[config.mk]
export PLATFORM = sky130hd
export DESIGN_NAME = pwm_ramp_ctrl
export DESIGN_NICKNAME = d
export VERILOG_FILES = /design/src/rtl/pwm_pkg.sv /design/src/rtl/period_timer.sv /design/src/rtl/pwm_ramp_ctrl.sv
export SDC_FILE = /design/constraint.sdc
export NUM_CORES = 1
export LEC_CHECK = 0
export CAP_MARGIN = 20
export CORE_ASPECT_RATIO = 1.2
export CORE_MARGIN = 4
export CORE_UTILIZATION = 50
export CTS_CLUSTER_DIAMETER = 200
export DETAILED_ROUTE_END_ITERATION = 10
export GPL_TIMING_DRIVEN = 0
export PLACE_DENSITY = 0.8
export SETUP_SLACK_MARGIN = 0.02
export SLEW_MARGIN = 20
export SYNTH_ARGS = -nofsm -noshare
export SYNTH_HDL_FRONTEND = slang
export SYNTH_SLANG_ARGS = --single-unit
[constraint.sdc]
create_clock -name clk -period 9.4 [get_ports clk]
set_clock_uncertainty 0.15 [all_clocks]
set_input_delay 1.41 -clock clk [delete_from_list [all_inputs] [get_ports clk]]
set_output_delay 1.41 -clock clk [all_outputs]
set_load 0.005 [all_outputs]
[src/rtl/pwm_pkg.sv]
// Shared definitions for the PWM controller family: duty width, period
// length, ramp state encoding and the bounded-step helper.
package pwm_pkg;

  localparam int DUTY_W = 10;
  localparam logic [DUTY_W-1:0] PERIOD_MAX = 10'd1023;

  typedef enum logic {
    IDLE = 1'b0,
    RAMP = 1'b1
  } ramp_state_t;

  // Move cur toward tgt by at most step. The difference is taken one bit
  // wider than the duty so the direction is a plain sign bit and the result
  // can never wrap past full scale or below zero.
  function automatic logic [DUTY_W-1:0] ramp_step(
    input logic [DUTY_W-1:0] cur,
    input logic [DUTY_W-1:0] tgt,
    input logic [DUTY_W-1:0] step
  );
    logic [DUTY_W:0]   diff;
    logic [DUTY_W:0]   mag;
    logic [DUTY_W-1:0] amt;
    diff = {1'b0, tgt} - {1'b0, cur};
    mag  = diff[DUTY_W] ? (~diff + 1'b1) : diff;
    amt  = (mag > {1'b0, step}) ? step : mag[DUTY_W-1:0];
    return diff[DUTY_W] ? (cur - amt) : (cur + amt);
  endfunction

endpackage

[src/rtl/period_timer.sv]
// Free-running PWM period counter with a tick on the last cycle of each
// period. Shared by every controller that must align to PWM periods.
module period_timer
  import pwm_pkg::*;
(
  input  logic              clk,
  input  logic              rst_n,
  output logic [DUTY_W-1:0] cnt,
  output logic              period_tick
);

  // Count 0..PERIOD_MAX and wrap.
  always_ff @(posedge clk or negedge rst_n) begin
    if (!rst_n) begin
      cnt <= '0;
    end else begin
      // NOTE: registers are written with <= so every flop samples the
      // pre-edge value of its inputs, independent of statement order.
      cnt <= (cnt == PERIOD_MAX) ? '0 : cnt + 1'b1;
    end
  end

  assign period_tick = (cnt == PERIOD_MAX);

endmodule

[src/rtl/pwm_ramp_ctrl.sv]
// Duty ramp controller: accepts a target duty and walks the PWM duty toward
// it by at most STEP per PWM period, issuing one load pulse per change.
module pwm_ramp_ctrl
  import pwm_pkg::*;
#(
  parameter logic [DUTY_W-1:0] STEP = 10'd8
) (
  input  logic              clk,
  input  logic              rst_n,
  input  logic [DUTY_W-1:0] target,
  input  logic              target_valid,
  output logic              target_ready,
  input  logic              stop,
  output logic [DUTY_W-1:0] data_out,
  output logic              load,
  output logic              busy,
  output logic              period_tick
);

  ramp_state_t       state;
  logic [DUTY_W-1:0] cur;
  logic [DUTY_W-1:0] tgt;
  logic              init_pending;
  logic [DUTY_W-1:0] tgt_eff;
  logic [DUTY_W-1:0] cur_next;
  // Only the tick is needed here; the count itself is left for other users.
  logic [DUTY_W-1:0] unused_cnt;

  period_timer u_timer (
    .clk         (clk),
    .rst_n       (rst_n),
    .cnt         (unused_cnt),
    .period_tick (period_tick)
  );

  // A stop seen on a tick already ramps toward zero on that same tick.
  assign tgt_eff  = stop ? '0 : tgt;
  assign cur_next = ramp_step(cur, tgt_eff, STEP);

  assign target_ready = (state == IDLE);
  assign busy         = (state == RAMP);

  // Ramp state machine with registered load/data_out toward the PWM.
  always_ff @(posedge clk or negedge rst_n) begin
    if (!rst_n) begin
      state        <= IDLE;
      cur          <= '0;
      tgt          <= '0;
      load         <= 1'b0;
      data_out     <= '0;
      init_pending <= 1'b1;
    end else begin
      // NOTE: load defaults low every cycle so it is a single-cycle pulse
      // unless one of the branches below raises it.
      load <= 1'b0;

      // First tick after reset defines the PWM duty register as zero.
      // cur is still zero here because ramp updates wait for this tick.
      if (period_tick && init_pending) begin
        init_pending <= 1'b0;
        load         <= 1'b1;
        data_out     <= '0;
      end

      case (state)
        IDLE: begin
          if (stop) begin
            tgt <= '0;
            if (cur != '0) state <= RAMP;
          end else if (target_valid) begin
            tgt <= target;
            if (target != cur) state <= RAMP;
          end
        end

        RAMP: begin
          if (stop) tgt <= '0;
          if (period_tick && !init_pending) begin
            if (cur_next != cur) begin
              cur      <= cur_next;
              load     <= 1'b1;
              data_out <= cur_next;
            end
            if (cur_next == tgt_eff) state <= IDLE;
          end else if (stop && (cur == '0)) begin
            state <= IDLE;
          end
        end

        default: state <= IDLE;
      endcase
    end
  end

endmodule

==> run metrics, run 1 <==
outcome completed; footprint of the multi-input gates 0.00283 mm2; first drt pass iteration count 5; Seq/Total Area, Yosys 26.1%; Slew Viols, Final 0; GPL Wtd Cong 0.925; Post-synth EDFFs 0; CP Depth 31; fin crit period 9020 ps; # rows 36; syn nets 517; core area 0.00811 mm2; via/cell ratio 6.02; pre-CTS setup slack -1040 ps; Power Total 328 uW; worst hold path class reg -> reg; Synth Flop Type dfrtp_1; CTS Buf Count 5; worst setup margin 385 ps; R2R Setup Slk 2060 ps; Unique masters post-synth 94; Worst EP required 9480 ps; fmax 111 MHz; Root Driver clkbuf_8; worst slew pin tran 649 ps; placed cells 607; most frequent CP cell ha_1; maximum vdd ir drop 87.1 uV; Max-slew headroom 56.6%; vias in the first global route 3680; initial antenna violation count 0; H-tree Lvls 2; Post-DP Area 0.00454 mm2; # fillers 712; Worst-path clk slew 90 ps; final wirelength 10600 um; Die Y 108 um; Starting Density 51.0%; Sequential Area 0.00108 mm2; Synthesis Warnings 0; synthesized area 0.00413 mm2; Final Hold Fails 0; clk_lat worst skew 310 ps; worst setup path start stop; hpwl dp 8340 um; Diodes inserted 0; reg2reg path depth 27; Setup crit start kind primary input; port bufs 27; detailed router's first-iteration violation count 257; # clock sinks 43; GRT Total Usage 22.1%; FF-to-FF End data_out[2]$_DFF_PN0_; Crit Path Max Fanout 10; Layout Cells excl Fill 616; largest net degree at the start of global routing 30; final period utilization 95.9%; Critical Path End data_out[2]$_DFF_PN0_; full die area 0.00979 mm2; WL per Instance 17.2 um; I/O pin cnt 28; syn_area_per_cell 8.54 um2; critical path class in -> reg; CP Buf/Inv Count 7; first-pass GRT wire length 17700 um; RSZ-0062 raised after global routing false; Layout area overhead 14.0%; Cells after Synth 484; Static Leak 2.09 nW; Routed Antenna Nets 0; DR DRC count 0; CTS tree done; via count 3710; # Max-Cap Violations 0; share of layout cells above drive strength 1 13.4%; data arrival time of the worst path 9090 ps; worst reg2reg startpoint cur[0]$_DFFE_PN0P_; FF+latch count, synth 43; Setup-failing EPs final 0; Max stage delay cell, worst path or4b_2; critical path's largest stage delay 770 ps; hold-fix buffers at CTS 0; fin util 58.1%; crit end category flop; grt total ovfl 0; PwrDens 69.6 mW/mm2; final net count 553; design area 0.00471 mm2; Clock Tree Buf Depth 2; die span in x 91.0 um; Top delay family on crit path compound AO/OA/AOI/OAI gates; ys async rst share 100%
==> report_power, final <==
| part | total (mW) | switching (mW) | internal [mW] |
|---|---|---|---|
| clock network | 0.125 | 0.0644 | 0.0602 |
| logic | 0.0187 | 0.0108 | 0.00799 |
| registers | 0.185 | 0.0000000000000000279 | 0.185 |
| total | 0.328 | 0.0752 | 0.253 |
==> kinds of logic (layout without fill, tap and decap cells) <==
kind of cell	after synthesis	count (layout)	synth area share, %
compound gates	104	104	19.5
mux	18	18	4.48
fa+ha+maj	20	20	6.18
buf+inv	50	87	7.18
flops	43	43	26.1
xor+xnor	52	52	11.9
simple gates	197	197	24.7
==> how the worst min path moves through the flow <==
stage                                   startpoint                        to  slack, ps  depth (start not counted)
after CTS                 u_timer.cnt[4]$_DFF_PN0_  u_timer.cnt[4]$_DFF_PN0_        340                          1
after detailed placement  u_timer.cnt[4]$_DFF_PN0_  u_timer.cnt[4]$_DFF_PN0_        330                          1
after global routing      u_timer.cnt[4]$_DFF_PN0_  u_timer.cnt[4]$_DFF_PN0_        360                          1
final                     u_timer.cnt[4]$_DFF_PN0_  u_timer.cnt[4]$_DFF_PN0_        340                          1
after global placement    u_timer.cnt[4]$_DFF_PN0_  u_timer.cnt[4]$_DFF_PN0_        310                          1
after floorplan           u_timer.cnt[4]$_DFF_PN0_  u_timer.cnt[4]$_DFF_PN0_        300                          1
==> cell type report <==
type                    instances  area share, %
flip-flops and latches         43           22.9
clock buffers                   7           1.83
well taps                      95           2.52
repair buffers                 29           6.21
plain buffers                  24           4.27
clock inverters                 1          0.186
inverters                      26           2.07
multi-input cells             391           60.0
==> routing by layer <==
layer	part of all wire, %	vias to the layer above	wire length [um]	global-route usage (%)
met5	0	-	0	0
met4	2.8	0	299	8.19
met3	4.0	21	422	2.80
met2	50	109	5240	39.5
met1	44	1788	4620	27.1
li1	-	1792	-	-
==> cell usage in the layout (no fill, tap or decap), types with 15 or more instances in the layout <==
master	count
nand3_1	15
nor2_1	35
xor2_1	21
clkdlybuf4s50_1	26
dfrtp_1	42
a21oi_1	21
inv_1	24
nand2_1	68
o21ai_0	19
xnor2_1	28
ha_1	18
mux2i_1	17
==> stage by stage <==
stage | TNS (ps) | hold slack (ps)
2_1_floorplan | 0 | 295
3_3_place_gp | -15940 | 312
3_5_place_dp | -20310 | 326
4_1_cts | 0 | 341
5_1_grt | 0 | 364
6_report | 0 | 344
==> flip-flops by register name (all words and copies together) (netlist names) <==
| signal | flops |
|---|---|
| data_out | 10 |
| cur | 10 |
| init_pending | 1 |
| tgt | 10 |
| busy | 1 |
| u_timer.cnt | 10 |
| load | 1 |
==> repair_timing <==
item | 4_1_cts | 5_1_grt
buffers inserted | 0 | 1
pin swaps | 1 | 2
endpoints found under the setup margin | 22 | 22
gates resized for setup | 6 | 14
==> cells in the mapped netlist, types with 3 or more instances <==
| cell | count | share of area [%] |
|---|---|---|
| nor2b_1 | 10 | 1.5 |
| xnor2_1 | 29 | 6.1 |
| a211oi_1 | 4 | 0.73 |
| a21oi_1 | 21 | 2.5 |
| nor2_1 | 35 | 3.2 |
| buf_6 | 5 | 1.4 |
| a21boi_0 | 4 | 0.73 |
| nand2_1 | 68 | 6.2 |
| o21a_1 | 3 | 0.54 |
| mux2i_1 | 17 | 4.1 |
| nand3_1 | 15 | 1.8 |
| clkbuf_8 | 3 | 1.0 |
| and3_1 | 4 | 0.61 |
| a31oi_1 | 6 | 0.91 |
| xor2_1 | 21 | 4.5 |
| nor3_1 | 14 | 1.7 |
| clkbuf_1 | 6 | 0.54 |
| nand4_1 | 8 | 1.2 |
| nand2b_1 | 5 | 0.76 |
| dfrtp_1 | 42 | 25 |
| inv_1 | 24 | 2.2 |
| ha_1 | 18 | 5.4 |
| buf_4 | 3 | 0.54 |
| nor4_1 | 4 | 0.61 |
| o21ai_0 | 23 | 2.8 |
| and2_1 | 5 | 0.76 |
| o41ai_1 | 4 | 0.85 |
| o311ai_0 | 3 | 0.64 |
Power figures use the tool's default switching activity.
==> run 2: changes to the inputs <==
- ABC_AREA: default -> 1
- PLACE_DENSITY: 0.8 -> 0.81
==> run 2 against run 1 <==
Count of clock-buffer cells in the layout down 2. Clock power up 18%. Core utilization up 0.55 points. Critical path depth up 11. Highest routed layer unchanged.
==> run metrics, run 2 <==
most common cell in the netlist nand2_1; Die Y 103 um; Max-slew headroom 67.0%; CTS Buf Count 5; Final Hold Fails 0; final wirelength 9590 um; most frequent CP cell nand2_1; die span in x 87.4 um; leading area contributor after synthesis dfrtp_1; fin util 58.7%; Crit Path Max Fanout 10; final net count 615; hold-fix buffers at CTS 0; Unique masters post-synth 49; GRT Total Usage 21.7%; pre-CTS setup slack 1200 ps; largest net degree at the start of global routing 26; Synthesis Warnings 0; ys async rst share 100%; WL per Instance 14.3 um; worst setup margin 1430 ps; most frequent cells in the layout nand2_1, inv_1, nor2_1; synthesized area 0.00378 mm2; Cells after Synth 547; CTS tree done; worst hold path class reg -> reg; Layout area overhead 13.5%; Synth Flop Type dfrtp_1; Synth top area share 27.8%; syn nets 580; final period utilization 84.7%; Setup crit start kind primary input; Worst EP required 9430 ps; H-tree Lvls 2; initial antenna violation count 0; grt total ovfl 0; Root Driver clkbuf_8; Diodes inserted 0; worst slew pin tran 494 ps; crit end category flop; detailed router's first-iteration violation count 231; DR DRC count 0; Power Total 348 uW; core area 0.00732 mm2; critical path class in -> reg; fin crit period 7970 ps; Setup-failing EPs final 0; GPL Wtd Cong 0.914; Worst-path clk slew 90 ps; Area contributors post-synth dfrtp_1, nand2_1, inv_1, ha_1, nand3_1; full die area 0.00903 mm2; via/cell ratio 5.55; hpwl dp 7880 um; # rows 34; Setup TNS 0 ps; port bufs 27; # clock sinks 43; Max stage delay cell, worst path clkdlybuf4s50_1; Static Leak 2.14 nW; syn_area_per_cell 6.92 um2; commonest non-fill, non-tap cell in the layout nand2_1; fmax 126 MHz; outcome completed; post-CTS sizing 0; # Max-Cap Violations 0; clk_lat worst skew 300 ps; Slew Viols, Final 0; Post-synth EDFFs 0; FF+latch count, synth 43; R2R Setup Slk 2860 ps; Routed Antenna Nets 0; setup bufs post-CTS 0; first-pass GRT wire length 15700 um; vias in the first global route 3487; Clock Tree Buf Depth 2; critical path's largest stage delay 640 ps; maximum vdd ir drop 55.5 uV; Seq/Total Area, Yosys 28.5%; Post-synth top cells nand2_1, inv_1, nor2_1; design area 0.00429 mm2; first drt pass iteration count 6; Starting Density 51.7%; I/O pin cnt 28; data arrival time of the worst path 7990 ps; via count 3732; share of layout cells above drive strength 1 10.1%; Post-DP Area 0.00418 mm2; RSZ-0062 raised after global routing false; PwrDens 81.1 mW/mm2
## run 2: cell count changes in the layout (fill, tap and decap cells not counted), moves of 10 or more
cell and change:
nand3_1 +25, nand2_2 +11, nor2b_1 -10, xnor2_1 -20, mux2i_1 -17, nor2_1 +11
nand2_1 +69, inv_1 +57
## run 2: worst paths after layout
| kind | startpoint | end | depth (start not counted) |
|---|---|---|---|
| setup reg to reg | cur[1]$_DFFE_PN0P_ | cur[6]$_DFFE_PN0P_ | 42 |
| setup / recovery | stop | cur[6]$_DFFE_PN0P_ | 42 |
| hold / removal | init_pending$_DFFE_PN1P_ | init_pending$_DFFE_PN1P_ | 2 |
| min in group asynchronous | rst_n | u_timer.cnt[4]$_DFF_PN0_ | 1 |
| hold reg to reg | init_pending$_DFFE_PN1P_ | init_pending$_DFFE_PN1P_ | 2 |
| max in group asynchronous | rst_n | init_pending$_DFFE_PN1P_ | 2 |
## run 2: power by group
group	total, mW	leakage, nW	switching (mW)	internal [mW]
registers	0.185	0.536	0.0000000000000000605	0.185
logic	0.0156	1.55	0.00862	0.00701
clock network	0.148	0.0581	0.0687	0.0792
## run 2: layout make-up
class | count | area, um2
flip-flops and latches | 43 | 1080
plain buffers | 9 | 65.1
clock inverters | 3 | 43.8
fillers | 687 | 3020
multi-input cells | 408 | 2310
inverters | 87 | 329
repair buffers | 28 | 285
clock buffers | 5 | 68.8
well taps | 90 | 113
## run 2: kinds of logic after synthesis
logic type	share of synthesized area [%]
AOI/OAI and AO/OA	13.8
adders and majority gates	6.48
xor gates and xnor gates	6.48
DFF	28.5
and+or+nand+nor	34.4
buffers and inverters	10.4
## run 2: worst max-delay path, delay by kind of cell
| family | cells | cell delay [ps] |
|---|---|---|
| and+or+nand+nor | 17 | 2060 |
| buffers and inverters | 11 | 1660 |
| AOI/OAI and AO/OA | 8 | 1290 |
| adders and majority gates | 3 | 850 |
| xor gates and xnor gates | 3 | 730 |
## run 2: routing by layer
layer	routed length [um]	global-route usage, %
met1	3980	27.4
met2	4680	37.6
met3	549	2.38
met4	390	9.21
met5	0	0
## run 2: metrics by stage
step | hold WS [ps] | cells
5_1_grt | 330 | 673
3_3_place_gp | 292 | 664
6_report | 315 | 673
4_1_cts | 318 | 673
2_1_floorplan | 283 | 547
3_5_place_dp | 303 | 665
==> run 3: changes to the inputs <==
- PLACE_DENSITY: 0.81 -> 0.83
- clock period: 9.4 -> 6.4 ns (I/O delays scaled with it)
==> run 3 against run 2 <==
Worst setup slack worse by 1100 ps. Sequential share of layout area decreased by 2.4 points. Clock power up 32%. Non-clock buffer count up 20. Largest power group unchanged.
==> run metrics, run 3 (synthesis results as in run 2) <==
Setup crit start kind primary input; Max stage delay cell, worst path or2_2; # rows 34; vias in the first global route 3644; Setup-failing EPs final 0; GPL Wtd Cong 0.972; # Max-Cap Violations 0; DR DRC count 0; critical path class in -> reg; via count 3870; # clock sinks 43; outcome completed; final period utilization 95.1%; most frequent CP cell nand2_2; fmax 164 MHz; H-tree Lvls 2; Post-DP Area 0.00418 mm2; Final Hold Fails 0; fin crit period 6090 ps; share of layout cells above drive strength 1 22.1%; detailed router's first-iteration violation count 234; Routed Antenna Nets 0; Top delay family on crit path simple AND/OR/NAND/NOR gates; I/O pin cnt 28; crit end category flop; PwrDens 104 mW/mm2; final wirelength 10200 um; hold slack final 317 ps; WL per Instance 14.8 um; worst slew pin tran 491 ps; Layout area overhead 25.5%; via/cell ratio 5.58; first drt pass iteration count 5; Die Y 103 um; Diodes inserted 0; hold-fix buffers at CTS 0; final net count 635; GRT Total Usage 22.9%; die span in x 87.4 um; design area 0.00475 mm2; Worst EP required 6430 ps; core area 0.00732 mm2; worst hold path class reg -> reg; maximum vdd ir drop 104 uV; first-pass GRT wire length 16400 um; Clock Tree Buf Depth 2; CTS Buf Count 5; commonest non-fill, non-tap cell in the layout nand2_1; initial antenna violation count 0; clk_lat worst skew 310 ps; CP Buf/Inv Count 12; critical path's largest stage delay 320 ps; data arrival time of the worst path 6120 ps; CTS tree done; Max-slew headroom 67.2%; Root Driver clkbuf_8; most frequent cells in the layout nand2_1, inv_1, dfrtp_1; Slew Viols, Final 0; Worst-path clk slew 80 ps; Starting Density 51.7%; Static Leak 2.27 nW; hpwl dp 7660 um; full die area 0.00903 mm2; port bufs 27; Crit Path Max Fanout 10; largest net degree at the start of global routing 27; grt total ovfl 0
==> run 3: cell types whose count changed in the layout (fill, tap and decap cells not counted), sizes merged <==
cell           before  now
clkdlybuf4s50      26   25
clkinvlp            0    1
clkbuf             10   13
clkinv              3    1
bufinv              1    0
buf                 6   26
==> run 3: where the power goes <==
group / internal, mW / switching [mW] / total (mW)
sequential: 0.271 / 0.0000000000000000997 / 0.271
combinational: 0.0129 / 0.0142 / 0.0271
clock: 0.0983 / 0.0976 / 0.196
total: 0.383 / 0.112 / 0.494
==> run 3: worst paths after layout <==
| kind | startpoint | end | slack (ps) | cells after the start |
|---|---|---|---|---|
| setup / recovery | stop | cur[7]$_DFFE_PN0P_ | 310 | 40 |
| hold / removal | init_pending$_DFFE_PN1P_ | init_pending$_DFFE_PN1P_ | 320 | 2 |
| setup reg to reg | cur[1]$_DFFE_PN0P_ | cur[7]$_DFFE_PN0P_ | 440 | 38 |
| hold reg to reg | init_pending$_DFFE_PN1P_ | init_pending$_DFFE_PN1P_ | 320 | 2 |
| max in group asynchronous | rst_n | cur[5]$_DFFE_PN0P_ | 5160 | 2 |
| min in group asynchronous | rst_n | busy$_DFF_PN0_ | 440 | 1 |
==> run 3: layout make-up <==
| type | count | area, um2 |
|---|---|---|
| Multi-Input combinational cell | 408 | 2590 |
| Fill cell | 625 | 2570 |
| Sequential cell | 43 | 1080 |
| Timing Repair Buffer | 48 | 462 |
| Inverter | 87 | 337 |
| Tap cell | 90 | 113 |
| Clock buffer | 7 | 96.3 |
| Buffer | 9 | 68.8 |
| Clock inverter | 1 | 7.51 |
==> run 3: worst min-delay path, stage by stage, from the launching register on <==
cell	delay [ps]
dfstp_2	380
nand2_1	60
inv_1	40
==> run 3: layer usage <==
layer  global-route usage, %  vias to the layer above  routed length, um
li1                        -                     1889                  -
met1                    27.6                     1805               4310
met2                    40.5                      138               5000
met3                    2.30                       38                489
met4                    11.2                        0                447
met5                       0                        -                  0
==> run 3: timing repair <==
action	4_1_cts	5_1_grt
gates cloned	0	1
buffers inserted	9	10
pin swaps	6	27
setup endpoints to repair	22	22
gates resized for setup	25	58
==> run 3: stage by stage <==
stage	util (%)	instances	setup WS, ps	total power [mW]	setup TNS [ps]
finish	64.9	693	312	0.494	0
global route	64.9	693	-90.3	0.513	-577
CTS	60.7	682	92.1	0.494	0
detailed placement	57.1	665	-1300	0.300	-26090
global placement	56.9	664	-1140	0.298	-22710
floorplan	-	547	315	0.282	0
